**src/rtl/space_inv_pkg.sv**
```systemverilog
// space_inv_pkg: shared constants and types for the player controller.
//   KEY_A / KEY_D / KEY_SPACE : USB HID keycodes for left, right and fire
//   LIVES_W                   : width of the lives counter
//   player_state_t            : player life-cycle states
package space_inv_pkg;
  localparam logic [7:0] KEY_A     = 8'h04;
  localparam logic [7:0] KEY_D     = 8'h07;
  localparam logic [7:0] KEY_SPACE = 8'h2C;
  localparam int         LIVES_W   = 3;

  typedef enum logic [1:0] {
    ALIVE = 2'd0,
    DYING = 2'd1,
    OVER  = 2'd2
  } player_state_t;
endpackage

```
**src/rtl/player_ctrl_if.sv**
```systemverilog
// player_ctrl_if: bundles the player controller's keyboard/game-side signals.
//   keycodes       : NKEYS packed keycode slots, slot k = [8k+7:8k], 0 = empty
//   bullet_active  : player bullet on screen
//   hit            : player struck this frame
//   player_x       : current X position
//   shoot_bullet   : one-frame fire pulse
//   player_visible : sprite visibility (blinks while dying)
//   lives          : remaining lives
//   game_over      : sticky until Reset
// master = game/keyboard side, slave = player_ctrl.
interface player_ctrl_if
  import space_inv_pkg::*;
#(
  parameter int POS_W = 10,
  parameter int NKEYS = 4
) ();
  logic [8*NKEYS-1:0] keycodes;
  logic               bullet_active;
  logic               hit;
  logic [POS_W-1:0]   player_x;
  logic               shoot_bullet;
  logic               player_visible;
  logic [LIVES_W-1:0] lives;
  logic               game_over;

  modport master (
    output keycodes, bullet_active, hit,
    input  player_x, shoot_bullet, player_visible, lives, game_over
  );

  modport slave (
    input  keycodes, bullet_active, hit,
    output player_x, shoot_bullet, player_visible, lives, game_over
  );
endinterface

```
**src/rtl/player_key_decode.sv**
```systemverilog
// player_key_decode: scans NKEYS keycode slots for the movement and fire keys.
//   keycodes : packed slots, slot k = [8k+7:8k]
//   left     : some slot holds KEY_A
//   right    : some slot holds KEY_D
//   fire     : some slot holds KEY_SPACE
// Slot order and duplicates do not matter.
module player_key_decode
  import space_inv_pkg::*;
#(
  parameter int NKEYS = 4
) (
  input  logic [8*NKEYS-1:0] keycodes,
  output logic               left,
  output logic               right,
  output logic               fire
);
  always_comb begin
    left  = 1'b0;
    right = 1'b0;
    fire  = 1'b0;
    for (int k = 0; k < NKEYS; k++) begin
      if (keycodes[8*k +: 8] == KEY_A)     left  = 1'b1;
      if (keycodes[8*k +: 8] == KEY_D)     right = 1'b1;
      if (keycodes[8*k +: 8] == KEY_SPACE) fire  = 1'b1;
    end
  end
endmodule

```
**src/rtl/player_ctrl.sv**
```systemverilog
// player_ctrl: per-frame player mover with saturating movement, rate-limited
// fire and a lives/death state machine.
//   frame_clk : frame-rate clock
//   Reset     : asynchronous, active-high
//   pif       : player_ctrl_if.slave (keycodes, bullet_active, hit in;
//               player_x, shoot_bullet, player_visible, lives, game_over out)
// Build option: define PLAYER_AUTOFIRE_EN to let a held fire key re-fire
// whenever the cooldown has expired, without needing a fresh key edge.
//
// state | meaning
// ALIVE | moves and fires; hit -> DYING
// DYING | frozen, blinking for DEATH_FRAMES frames, then respawn or OVER
// OVER  | game over, invisible; only Reset leaves
module player_ctrl
  import space_inv_pkg::*;
#(
  parameter int POS_W         = 10,
  parameter int X_MIN         = 20,
  parameter int X_MAX         = 600,
  parameter int X_CENTER      = 320,
  parameter int STEP          = 2,
  parameter int NKEYS         = 4,
  parameter int FIRE_COOLDOWN = 15,
  parameter int DEATH_FRAMES  = 60,
  parameter int LIVES         = 3
) (
  input logic          frame_clk,
  input logic          Reset,
  player_ctrl_if.slave pif
);
  localparam int XW   = POS_W + 1;
  localparam int CD_W = $clog2(FIRE_COOLDOWN + 2);
  // Visibility uses bit 2 of the death counter, so keep at least 3 bits.
  localparam int DC_W = ($clog2(DEATH_FRAMES) < 3) ? 3 : $clog2(DEATH_FRAMES);
  localparam logic [DC_W-1:0] DC_END = DC_W'(DEATH_FRAMES - 1);

  player_state_t      state_q, state_nx;
  logic [POS_W-1:0]   x_q, x_nx, x_mv;
  logic               shoot_q, shoot_nx;
  logic [CD_W-1:0]    cd_q, cd_nx;
  logic               fire_prev_q;
  logic [LIVES_W-1:0] lives_q, lives_nx;
  logic [DC_W-1:0]    dcnt_q, dcnt_nx;
  logic               visible, over;
  logic               left, right, fire, fire_trig, fire_ok;
  logic [XW-1:0]      x_up, x_dn;

  player_key_decode #(.NKEYS(NKEYS)) u_dec (
    .keycodes (pif.keycodes),
    .left     (left),
    .right    (right),
    .fire     (fire)
  );

  // Extra top bit catches both overflow past X_MAX and borrow below zero.
  always_comb begin
    x_up = {1'b0, x_q} + XW'(STEP);
    x_dn = {1'b0, x_q} - XW'(STEP);
    x_mv = x_q;
    if (right && !left)
      x_mv = (x_up > XW'(X_MAX)) ? POS_W'(X_MAX) : x_up[POS_W-1:0];
    else if (left && !right)
      x_mv = (x_dn[POS_W] || (x_dn < XW'(X_MIN))) ? POS_W'(X_MIN) : x_dn[POS_W-1:0];
  end

`ifdef PLAYER_AUTOFIRE_EN
  assign fire_trig = fire;
`else
  assign fire_trig = fire & ~fire_prev_q;
`endif
  assign fire_ok = fire_trig && (cd_q == '0) && !pif.bullet_active;

  always_ff @(posedge frame_clk or posedge Reset) begin
    if (Reset) begin
      state_q     <= ALIVE;
      x_q         <= POS_W'(X_CENTER);
      shoot_q     <= 1'b0;
      cd_q        <= '0;
      fire_prev_q <= 1'b0;
      lives_q     <= LIVES_W'(LIVES);
      dcnt_q      <= '0;
    end else begin
      state_q     <= state_nx;
      x_q         <= x_nx;
      shoot_q     <= shoot_nx;
      cd_q        <= cd_nx;
      fire_prev_q <= fire;
      lives_q     <= lives_nx;
      dcnt_q      <= dcnt_nx;
    end
  end

  always_comb begin
    state_nx = state_q;
    x_nx     = x_q;
    shoot_nx = 1'b0;
    cd_nx    = (cd_q != '0) ? cd_q - CD_W'(1) : '0;
    lives_nx = lives_q;
    dcnt_nx  = dcnt_q;
    visible  = 1'b1;
    over     = 1'b0;
    case (state_q)
      ALIVE: begin
        if (pif.hit) begin
          // Hit beats both movement and fire this frame.
          state_nx = DYING;
          lives_nx = lives_q - LIVES_W'(1);
          cd_nx    = '0;
          dcnt_nx  = '0;
        end else begin
          x_nx = x_mv;
          if (fire_ok) begin
            shoot_nx = 1'b1;
            cd_nx    = CD_W'(FIRE_COOLDOWN);
          end
        end
      end
      DYING: begin
        visible = ~dcnt_q[2];
        if (dcnt_q == DC_END) begin
          if (lives_q == '0) begin
            state_nx = OVER;
          end else begin
            state_nx = ALIVE;
            x_nx     = POS_W'(X_CENTER);
          end
        end else begin
          dcnt_nx = dcnt_q + DC_W'(1);
        end
      end
      OVER: begin
        visible = 1'b0;
        over    = 1'b1;
      end
      default: state_nx = ALIVE;
    endcase
  end

  assign pif.player_x       = x_q;
  assign pif.shoot_bullet   = shoot_q;
  assign pif.player_visible = visible;
  assign pif.lives          = lives_q;
  assign pif.game_over      = over;
endmodule

```
**src/flat_wrapper.sv**
```systemverilog
// flat-port wrapper written by rule: the top's interface ports become plain ports
module player_ctrl_flat import space_inv_pkg::*;
#(
  parameter int POS_W         = 10,
  parameter int X_MIN         = 20,
  parameter int X_MAX         = 600,
  parameter int X_CENTER      = 320,
  parameter int STEP          = 2,
  parameter int NKEYS         = 4,
  parameter int FIRE_COOLDOWN = 15,
  parameter int DEATH_FRAMES  = 60,
  parameter int LIVES         = 3
)
  (frame_clk, Reset, pif_keycodes, pif_bullet_active, pif_hit, pif_player_x, pif_shoot_bullet, pif_player_visible, pif_lives, pif_game_over);
  player_ctrl_if #(.POS_W(POS_W), .NKEYS(NKEYS)) pif_i ();
  input logic frame_clk;
  input logic Reset;
  input wire logic [$bits(pif_i.keycodes)-1:0] pif_keycodes;
  input wire logic [$bits(pif_i.bullet_active)-1:0] pif_bullet_active;
  input wire logic [$bits(pif_i.hit)-1:0] pif_hit;
  output wire logic [$bits(pif_i.player_x)-1:0] pif_player_x;
  output wire logic [$bits(pif_i.shoot_bullet)-1:0] pif_shoot_bullet;
  output wire logic [$bits(pif_i.player_visible)-1:0] pif_player_visible;
  output wire logic [$bits(pif_i.lives)-1:0] pif_lives;
  output wire logic [$bits(pif_i.game_over)-1:0] pif_game_over;
  assign pif_i.keycodes = pif_keycodes;
  assign pif_i.bullet_active = pif_bullet_active;
  assign pif_i.hit = pif_hit;
  assign pif_player_x = pif_i.player_x;
  assign pif_shoot_bullet = pif_i.shoot_bullet;
  assign pif_player_visible = pif_i.player_visible;
  assign pif_lives = pif_i.lives;
  assign pif_game_over = pif_i.game_over;
  player_ctrl #(.POS_W(POS_W), .X_MIN(X_MIN), .X_MAX(X_MAX), .X_CENTER(X_CENTER), .STEP(STEP), .NKEYS(NKEYS), .FIRE_COOLDOWN(FIRE_COOLDOWN), .DEATH_FRAMES(DEATH_FRAMES), .LIVES(LIVES)) u_core (.frame_clk(frame_clk), .Reset(Reset), .pif(pif_i));
endmodule
```
**config.mk**
```make
export PLATFORM = sky130hd
export DESIGN_NAME = player_ctrl_flat
export DESIGN_NICKNAME = d
export VERILOG_FILES = /design/src/rtl/space_inv_pkg.sv /design/src/rtl/player_ctrl_if.sv /design/src/rtl/player_key_decode.sv /design/src/rtl/player_ctrl.sv /design/src/flat_wrapper.sv
export SDC_FILE = /design/constraint.sdc
export NUM_CORES = 1
export LEC_CHECK = 0
export CAP_MARGIN = 30
export CORE_MARGIN = 5
export CORE_UTILIZATION = 45
export CTS_BUF_LIST = sky130_fd_sc_hd__clkbuf_16
export DETAILED_ROUTE_END_ITERATION = 8
export PLACE_DENSITY = 0.77
export SLEW_MARGIN = 25
export SYNTH_ARGS = -nofsm -noshare
export SYNTH_HDL_FRONTEND = slang
export SYNTH_SLANG_ARGS = --single-unit
```
**constraint.sdc**
```tcl
create_clock -name frame_clk -period 2.3 [get_ports frame_clk]
set_input_delay 0.46 -clock frame_clk [delete_from_list [all_inputs] [get_ports frame_clk]]
set_output_delay 0.46 -clock frame_clk [all_outputs]
set_load 0.02 [all_outputs]
```
# Word level (Yosys, flattened, before mapping)
# Cells that the tools add are included.
word_totals:
  regBits: 28
  latch_bits: 0
  ramBits: 0
  rom_bits: 0
  input_bits: 36
  wordCells: 92
  mem_count: 0
op_classes:
  add_sub_neg: 5
  mul: 0
  div: 0
  n_lt_le_gt_ge: 2
  eq_ne: 21
  shift: 0
  muxes: 36
  bitwise: 4
  n_reduce_logical: 17
ops:
  columns: ["cell", "count"]
  rows:
  - ["10-bit two-way mux", 7]
  - ["8-bit by 3-bit equality test with 1-bit output, second input constant", 8]
  - ["8-bit by 6-bit equality test with 1-bit output, second input constant", 4]
  - ["5-bit two-way mux", 4]
  - ["10-bit case mux with 2 select lines", 1]
  - ["1-bit two-way mux", 16]
  - ["6-bit two-way mux", 2]
  - ["6-bit case mux with 2 select lines", 1]
  - ["10-bit by 2-bit adder with 11-bit output, second input constant", 1]
  - ["11-bit by 10-bit > comparator with 1-bit output, second input constant", 1]
  - ["11-bit by 5-bit < comparator with 1-bit output, second input constant", 1]
  - ["10-bit by 2-bit subtractor with 11-bit output, second input constant", 1]
  - ["2-bit != test, second input constant", 4]
  - ["6-bit by 1-bit adder with 6-bit output, second input constant", 1]
  - ["6-bit equality test, second input constant", 1]
  - ["2-bit two-way mux", 3]
  - ["2-bit case mux with 3 select lines", 1]
  - ["3-bit AND reduction", 2]
  - ["5-bit logical NOT", 1]
  - ["5-bit AND reduction", 1]
  - ["5-bit nonzero test", 1]
  - ["5-bit by 1-bit subtractor with 5-bit output, second input constant", 1]
  - ["1-bit logical AND", 4]
  - ["1-bit logical NOT", 3]
  - ["13 further kinds", 15]

# Logic depth before layout (Yosys ltp)
# Gate-level depths: netlist of run 1.
depth:
  depth_word: 11
  mapped_depth: 13

# Cells and area by module
# Synthesis of run 1 repeated with hierarchy kept, for this count alone.
unflattened:
  hier_cells: 256
  hier_area_um2: 2159.6
by_module_without_submodules:
  columns: ["mod", "n_inst", "cells_per_inst", "area_per_inst_um2", "seq_area_each_um2"]
  rows:
  - ["player_ctrl", 1, 230, 1929.4, 680.7]
  - ["player_key_decode", 1, 26, 230.2, 0.0]

# Least setup slack after synthesis of run 1
# OpenSTA, ideal clock, no wires.
synth_timing:
  path_type: "input to register"
  start: "in pif_keycodes[12]"
  end: "reg u_core.x_q[4], in the netlist u_core.pif.player_x[4]"
  arrival_ns: 2.744
  slack_ns: -0.509
  cell_stages: 11
  n_path_buf: 1
  cell_sequence: "nor4b_1 > nor3b_1 > a22o_1 > a221oi_1 > ha_1 > o32a_2 > or2_0 > buf_6 > a311oi_2 > a21o_1 > a22o_1"
synth_via:
  elab_chain_len: 9
synth_rtl:
  columns: ["element", "line", "rtl"]
  rows:
  - ["start: declaration", "flat_wrapper.sv:18", "input wire logic [$bits(pif_i.keycodes)-1:0] pif_keycodes;"]
  - ["8-bit by 3-bit equality test with 1-bit output", "player_key_decode.sv:22", "if (keycodes[8*k +: 8] == KEY_A) left = 1'b1;"]
  - ["1-bit two-way mux (3 in a row)", "player_key_decode.sv:22", null]
  - ["1-bit logical NOT", "player_ctrl.sv:60", "if (right && !left)"]
  - ["1-bit logical AND", "player_ctrl.sv:60", null]
  - ["10-bit two-way mux", "player_ctrl.sv:60", null]
  - ["10-bit two-way mux", "player_ctrl.sv:104", "if (pif.hit) begin"]
  - ["10-bit case mux with 2 select lines", "player_ctrl.sv:102", "case (state_q)"]
  - ["end signal: assignment", "player_ctrl.sv:76", "x_q <= POS_W'(X_CENTER);"]
  - ["end signal: assignment", "player_ctrl.sv:84", "x_q <= x_nx;"]
  - ["end: declaration", "player_ctrl.sv:38", "logic [POS_W-1:0] x_q, x_nx, x_mv;"]
# Several ways; a longest one is shown, not always the timed one. The select of a mux whose other input is x is not followed.
# A chain may end at the register's enable or synchronous reset.

# Worst setup path after layout of run 1
layout_timing:
  start: "in pif_keycodes[2]"
  end: "reg u_core.x_q[4], in the netlist u_core.pif.player_x[4]"
layout_via:
  elab_chain_len: 10
layout_rtl:
  columns: ["element", "line"]
  rows:
  - ["8-bit by 3-bit equality test with 1-bit output", "player_key_decode.sv:22"]
  - ["1-bit two-way mux (4 in a row)", "player_key_decode.sv:22"]
  - ["1-bit logical NOT", "player_ctrl.sv:60"]
  - ["1-bit logical AND", "player_ctrl.sv:60"]
  - ["10-bit two-way mux", "player_ctrl.sv:60"]
  - ["10-bit two-way mux", "player_ctrl.sv:104"]
  - ["10-bit case mux with 2 select lines", "player_ctrl.sv:102"]
# Several ways; a longest one is shown, not always the timed one. The select of a mux whose other input is x is not followed.

==> qor.yml, run 1 <==
floorplan:
  rows: 24
  number_of_i_o_pins: 52
  die_h_um: 78.4
  start_util_pct: 47.3
  placeableCoreArea_um2: 4440
  die_width_um: 78.4
  die-area_um2: 6140
sta:
  finalMaxSlewViolations: 0
  timing.setup.tns_ns: -1.07
  timing.fmax_mhz: 406
  postLayoutSetupSlackWorst_ns: -0.162
  report.final.hold_viol_count: 0
  min_tclk_post_route_ns: 2.46
  report.final.setup_viol: 9
  clock_skew_ns: 0.00277
  rsz0062_at_grt: "yes"
  final_min_period_over_clock_period_pct: 107
detailed_routing:
  first_iter_violations: 93
  detailedRoute.firstPassIterationCount: 4
  route.antenna.remaining_nets: 0
  detail_route.wirelength_um: 5820
  vias_per_cell: 5.61
  residual_drc_count: 0
  vias: 2184
  wire_per_inst_um: 15.0
yosys:
  synth_async_sr_flop_share_pct: 100
  post_synth_most_frequent_cells: "23 x sky130_fd_sc_hd__dfrtp_1, 21 x sky130_fd_sc_hd__nand2_1, 21 x sky130_fd_sc_hd__nor2_1"
  yosys.cell_count.top_type: "sky130_fd_sc_hd__dfrtp_1"
  number_of_enable_type_register_cells_in_the_synthesized_netlist: 0
  yosysUniqueCellTypes: 58
  synth_largest_area_cell: "sky130_fd_sc_hd__dfrtp_1"
  gate_count_after_technology_mapping: 255
  dominantRegCellSynth: "sky130_fd_sc_hd__dfrtp_1"
  syn_area_um2: 2100
  synth-seq-cells: 27
  synth_warnings: 0
  ys_seq_area_share_pct: 32.4
  synth.avg_cell_area_um2: 8.25
  synth_fp_nets: 299
  yosys-top-cells-area: "sky130_fd_sc_hd__dfrtp_1 27%, sky130_fd_sc_hd__dfstp_2 5.0%, sky130_fd_sc_hd__ha_1 4.8%, sky130_fd_sc_hd__o21ai_0 4.3%, sky130_fd_sc_hd__nand3_1 4.0%"
  synth.top_cell.area_share_pct: 27.4
place:
  placed_cell_area_um2: 2890
  gp_congestion: 0.879
  detailed_placement_wirelength_estimate_um: 4470
  placed_cells_incl_taps: 372
  port_buffers: 50
  dp_slack_ns: -0.920
power_and_ir_drop:
  combPwrFrac_pct: 12.3
  clock_group_share_of_total_power_pct: 39.3
  power.switching_uw: 208
  sequential_power_share_pct: 48.4
  power_switching_share_pct: 21.1
  power.static_leakage_uw: 0.00137
  power.density_nw_per_um2: 315
  power.internal_uw: 779
  irDropWorstVdd_v: 0.000276
clock_network:
  clk_latency_ns: 0.26
  cts_buffers: 3
  htree_num_levels: 1
  cts-root-to-sink-buffers: 2
  cts_tree: "yes"
  cts_hold_repair.buffers: 0
  cts_root_buffer: "sky130_fd_sc_hd__clkbuf_16"
  cts.sinks: 27
  clk_pin_slew_ns: 0.06
finish:
  number_of_diodes: 0
  finished_layout_cell_area_um2: 3130
  finalCoreUtilization_pct: 70.5
  num-nets-final: 382
  area_growth_syn_to_layout_pct: 49.0
  post_layout_nonfiller_instances: 389
  post_route_cells_drive_above_1_share_pct: 28.8
status:
  violations: "negative setup slack"
  run_status: "complete, but fails checks"
critical_path:
  arrival_time_worst_endpoint_ns: 2.61
  crit_fanout: 3
  critical_path.endpoint_type: "flop"
  cp_data_required_time_ns: 2.45
  critical_path.startpoint_type: "input pin"
  path_class: "in2reg"
global_route:
  via_count_of_the_first_global_routing_pass: 2081
  grt_util_all_layers_pct: 18.8
  grt_max_degree: 28
  initial_antenna_violation_count: 0
  grt_pass1_wl_um: 9510
  grt.overflow.total: 0
worst_hold_path:
  worstHoldPathType: "reg2reg"
job:
  max-cap-violations: 0
==> flip-flops by register name (all words and copies together) (netlist names) <==
signal                   cells
u_core.cd_q                  5
u_core.pif.lives             3
u_core.fire_prev_q           1
u_core.dcnt_q                6
u_core.pif.shoot_bullet      1
u_core.pif.player_x          9
u_core.state_q               2
==> stage by stage <==
stage | power [uW] | hold WS, ns
finish | 986 | 0.508
global placement | 607 | 0.487
floorplan | 523 | 0.461
CTS | 993 | 0.507
global route | 1020 | 0.534
detailed placement | 609 | 0.494
==> worst max-delay path: stages <==
cell and delay [ns]:
sky130_fd_sc_hd__clkdlybuf4s15_1 0.16, sky130_fd_sc_hd__nor4b_4 0.13, sky130_fd_sc_hd__nor3b_4 0.15, sky130_fd_sc_hd__buf_4 0.13, sky130_fd_sc_hd__a221oi_2 0.30, sky130_fd_sc_hd__ha_4 0.26, sky130_fd_sc_hd__o32a_4 0.31, sky130_fd_sc_hd__or2_4 0.24
sky130_fd_sc_hd__buf_4 0.14, sky130_fd_sc_hd__a21o_1 0.15, sky130_fd_sc_hd__a22o_1 0.18
==> placed cells by master, fill, tap and decap left out, drive strengths merged, types with 3 or more instances in the layout <==
master         Yosys  routed
o22ai              4       4
o31ai              3       3
ha                 8       8
nor3b              4       4
nand3             17      17
nand2             22      22
nor2b              6       6
buf                6      53
nand4             12      12
a21oi              7       7
nor2              21      21
clkdlybuf4s15      0       4
dfstp              4       4
clkbuf             9       4
and3               3       3
and2               4       4
nand2b             9       9
dfrtp             23      23
xor2               3       3
inv               13      13
dlygate4sd2        0      13
nor4b              3       3
xnor2              5       5
a221oi             3       3
nor4               3       3
or3                3       3
dlymetal6s2s       0       4
clkdlybuf4s50      0      18
nor3              10      10
o21ai             21      21
a32o               3       3
==> worst paths after layout <==
check | from | end | slack [ns] | cells past startpoint
max in group asynchronous | Reset | u_core.pif.lives[0]$_DFFE_PP1P_ | 1.44 | 3
max reg2reg | u_core.pif.player_x[1]$_DFFE_PP0P_ | u_core.pif.player_x[8]$_DFFE_PP1P_ | 0.01 | 9
min | u_core.pif.lives[2]$_DFFE_PP0P_ | u_core.pif.lives[2]$_DFFE_PP0P_ | 0.51 | 1
max | pif_keycodes[2] | u_core.pif.player_x[4]$_DFFE_PP0P_ | -0.16 | 11
min in group asynchronous | Reset | u_core.pif.player_x[9]$_DFFE_PP0P_ | 0.55 | 3
min reg2reg | u_core.pif.lives[2]$_DFFE_PP0P_ | u_core.pif.lives[2]$_DFFE_PP0P_ | 0.51 | 1
==> cells by family after synthesis <==
group / after synthesis / share of synthesized area (%)
XOR/XNOR: 8 / 3.33
adder cells (fa/ha/maj): 8 / 4.76
buffers and inverters: 28 / 7.14
AND/OR/NAND/NOR: 121 / 30.8
multiplexers: 3 / 1.55
other: 1 / 0.178
flip-flops: 27 / 32.4
AO/OA/AOI/OAI: 59 / 19.9
==> final cells by class <==
cell class,count,area (um2)
multi-input cells,200,1450
fillers,348,1310
repair buffers,93,806
flip-flops and latches,27,683
clock buffers,3,75.1
well taps,52,65.1
inverters,13,48.8
clock inverters,1,5.00
==> power groups by stage <==
stage / Combinational (uW) / Sequential, uW / Clock [uW]
floorplan: 35.5 / 488 / 0
global placement: 121 / 486 / 0
detailed placement: 123 / 486 / 0
CTS: 115 / 477 / 401
global route: 131 / 477 / 416
finish: 121 / 477 / 388
==> layer usage <==
layer	share of wire (%)	routed length [um]	track usage [%]	up-vias
li1	-	-	-	1097
met1	42	2460	22.0	1036
met2	53	3080	35.3	43
met3	3.2	186	2.40	8
met4	1.6	94	5.94	0
met5	0	0	0	-
==> timing repair <==
item / CTS / global route
setup buffers: 10 / 3
pin swaps: 18 / 9
setup endpoints to repair: 9 / 9
resized for setup: 73 / 19
Note: power is estimated with default switching activity, not from simulation.
==> inputs of run 2 (changes only) <==
--- a/config.mk
+++ b/config.mk
@@ -10,6 +10,7 @@
 export CORE_UTILIZATION = 45
 export CTS_BUF_LIST = sky130_fd_sc_hd__clkbuf_16
 export DETAILED_ROUTE_END_ITERATION = 8
+export GPL_ROUTABILITY_DRIVEN = 0
 export PLACE_DENSITY = 0.77
 export SLEW_MARGIN = 25
 export SYNTH_ARGS = -nofsm -noshare
==> constraint.sdc (replaced) <==
create_clock -name frame_clk -period 2.3 [get_ports frame_clk]
set_input_delay 0.345 -clock frame_clk [delete_from_list [all_inputs] [get_ports frame_clk]]
set_output_delay 0.345 -clock frame_clk [all_outputs]
set_load 0.02 [all_outputs]
==> run 2 against run 1 <==
- the flow still finishes with violations (negative setup slack)
- cell count down 2.1%
- non-clock buffer count down 8
- sequential power about the same
- cell area down 4.0%
- count of clock-buffer cells in the layout unchanged
- global-route usage up 0.60 points
- clock power up 4%
- critical endpoint unchanged
- register-to-register slack better by 0.10 ns
- clock skew up 0.00059 ns
- sequential cell count unchanged
- largest cell class unchanged
==> qor.yml, run 2 (synthesis gave the netlist of run 1 again) <==
critical_path:
  critical_path.startpoint_type: "input pin"
  crit_fanout: 3
  cp_data_required_time_ns: 2.50
  critical_path.endpoint_type: "flop"
  path_class: "in2reg"
  crit_path_max_incr_delay_ns: 0.32
  critical_path.slowest_cell: "sky130_fd_sc_hd__o32a_4"
  path_cells: "buf_6 > nor4b_4 > nor3b_4 > a22o_1 > a221oi_2 > ha_1 > o32a_4 > or2_4 > a311oi_2 > a21o_1 > a22o_1"
  arrival_time_worst_endpoint_ns: 2.56
  critPathMostFrequentCell: "sky130_fd_sc_hd__a22o_1"
  path_buf_inv: 1
  critical_path.top_delay_family: "compound AO/OA/AOI/OAI gates"
detailed_routing:
  detailedRoute.firstPassIterationCount: 4
  wire_per_inst_um: 15.5
  detail_route.wirelength_um: 5920
  residual_drc_count: 0
  vias_per_cell: 5.73
  vias: 2183
  first_iter_violations: 181
  route.antenna.remaining_nets: 0
power_and_ir_drop:
  irDropWorstVdd_v: 0.000316
  power.density_nw_per_um2: 330
  power.static_leakage_uw: 0.00127
clock_network:
  cts-root-to-sink-buffers: 2
  cts_root_buffer: "sky130_fd_sc_hd__clkbuf_16"
  clk_latency_ns: 0.26
  cts_tree: "yes"
  clk_pin_slew_ns: 0.07
  cts_hold_repair.buffers: 0
  cts_buffers: 3
  cts.sinks: 27
  htree_num_levels: 1
floorplan:
  die-area_um2: 6140
  rows: 24
  placeableCoreArea_um2: 4440
  die_width_um: 78.4
  die_h_um: 78.4
  start_util_pct: 47.3
  number_of_i_o_pins: 52
global_route:
  grt_util_all_layers_pct: 19.4
  initial_antenna_violation_count: 0
  global_route.usage.met2_pct: 35.1
  grt_pass1_wl_um: 9770
  via_count_of_the_first_global_routing_pass: 2115
  met1_use_gr_pct: 23.7
  grt_max_degree: 23
  globalRouteMet3Util_pct: 3.20
  grt.overflow.total: 0
  busiest_layer: "met2"
job:
  max-cap-violations: 0
sta:
  report.final.hold_viol_count: 0
  finalMaxSlewViolations: 0
  report.final.setup_viol: 1
  postLayoutSetupSlackWorst_ns: -0.0547
  rsz0062_at_grt: "yes"
  final_min_period_over_clock_period_pct: 102
  clock_skew_ns: 0.00336
  timing.fmax_mhz: 425
  min_tclk_post_route_ns: 2.35
status:
  violations: "negative setup slack"
  run_status: "complete, but fails checks"
finish:
  num-nets-final: 374
  number_of_diodes: 0
  post_layout_nonfiller_instances: 381
  area_growth_syn_to_layout_pct: 43.1
  finalCoreUtilization_pct: 67.7
  final_common_cell: "sky130_fd_sc_hd__buf_4"
  finished_layout_cell_area_um2: 3010
  largest_register_ffs: 9
  final_cell_mix: "34 x sky130_fd_sc_hd__buf_4, 22 x sky130_fd_sc_hd__clkdlybuf4s50_1, 21 x sky130_fd_sc_hd__nand2_1, 21 x sky130_fd_sc_hd__nor2_1, 21 x sky130_fd_sc_hd__dfrtp_1"
  post_route_cells_drive_above_1_share_pct: 24.9
worst_hold_path:
  worstHoldPathType: "in2async"
place:
  port_buffers: 50
  detailed_placement_wirelength_estimate_um: 4650
  placed_cells_incl_taps: 372
  placed_cell_area_um2: 2860
-- run 2: final timing paths --
path | slack, ns | depth (start not counted) | endpoint | from
max in group asynchronous | 1.42 | 3 | u_core.pif.player_x[6]$_DFFE_PP1P_ | Reset
max reg2reg | 0.11 | 8 | u_core.pif.player_x[6]$_DFFE_PP1P_ | u_core.pif.player_x[1]$_DFFE_PP0P_
min | 0.29 | 2 | u_core.pif.player_x[3]$_DFFE_PP0P_ | Reset
max | -0.05 | 11 | u_core.pif.player_x[4]$_DFFE_PP0P_ | pif_keycodes[14]
min in group frame_clk | 0.50 | 1 | u_core.pif.lives[2]$_DFFE_PP0P_ | u_core.pif.lives[2]$_DFFE_PP0P_
min reg2reg | 0.50 | 1 | u_core.pif.lives[2]$_DFFE_PP0P_ | u_core.pif.lives[2]$_DFFE_PP0P_
-- run 2: per-stage QoR --
step	setup slack (ns)	setup TNS, ns	hold slack, ns	power, uW
finish	-0.0547	-0.0547	0.292	994
global route	-0.127	-0.198	0.319	1030
CTS	-0.0635	-0.0635	0.304	998
detailed placement	-0.773	-5.65	0.491	603
global placement	-0.713	-5.13	0.486	601
floorplan	-0.220	-0.358	0.395	520
-- run 2: layout make-up --
class                      instances  area, um2
clock buffer                       3       75.1
clock inverter                     1       7.51
fill                             364       1440
inverter                          13       48.8
multi-input combinational        200       1410
sequential                        27        683
tap                               52       65.1
timing repair buffer              85        721
-- run 2: layer usage --
metal / vias up / wire, um
li1: 1079 / -
met1: 1029 / 2480
met2: 59 / 3030
met3: 16 / 246
met4: 0 / 153
met5: - / 0
-- run 2: power by group --
group / switching [uW] / internal (uW)
clock: 167 / 236
sequential: 0.766 / 476
combinational: 51.8 / 61.5
total: 220 / 774
-- run 2: worst register-to-register path, delay by kind of cell, from the launching register on --
| kind | cells | cell delay (ns) |
|---|---|---|
| simple gates | 3 | 0.62 |
| fa+ha+maj | 1 | 0.19 |
| compound gates | 4 | 0.93 |
| flops | 1 | 0.38 |
-- run 2: repair_timing --
item                       in CTS  in global routing
buffers inserted                2                  3
pin swaps                      16                  7
setup endpoints to repair       9                  9
resized for setup              73                 10
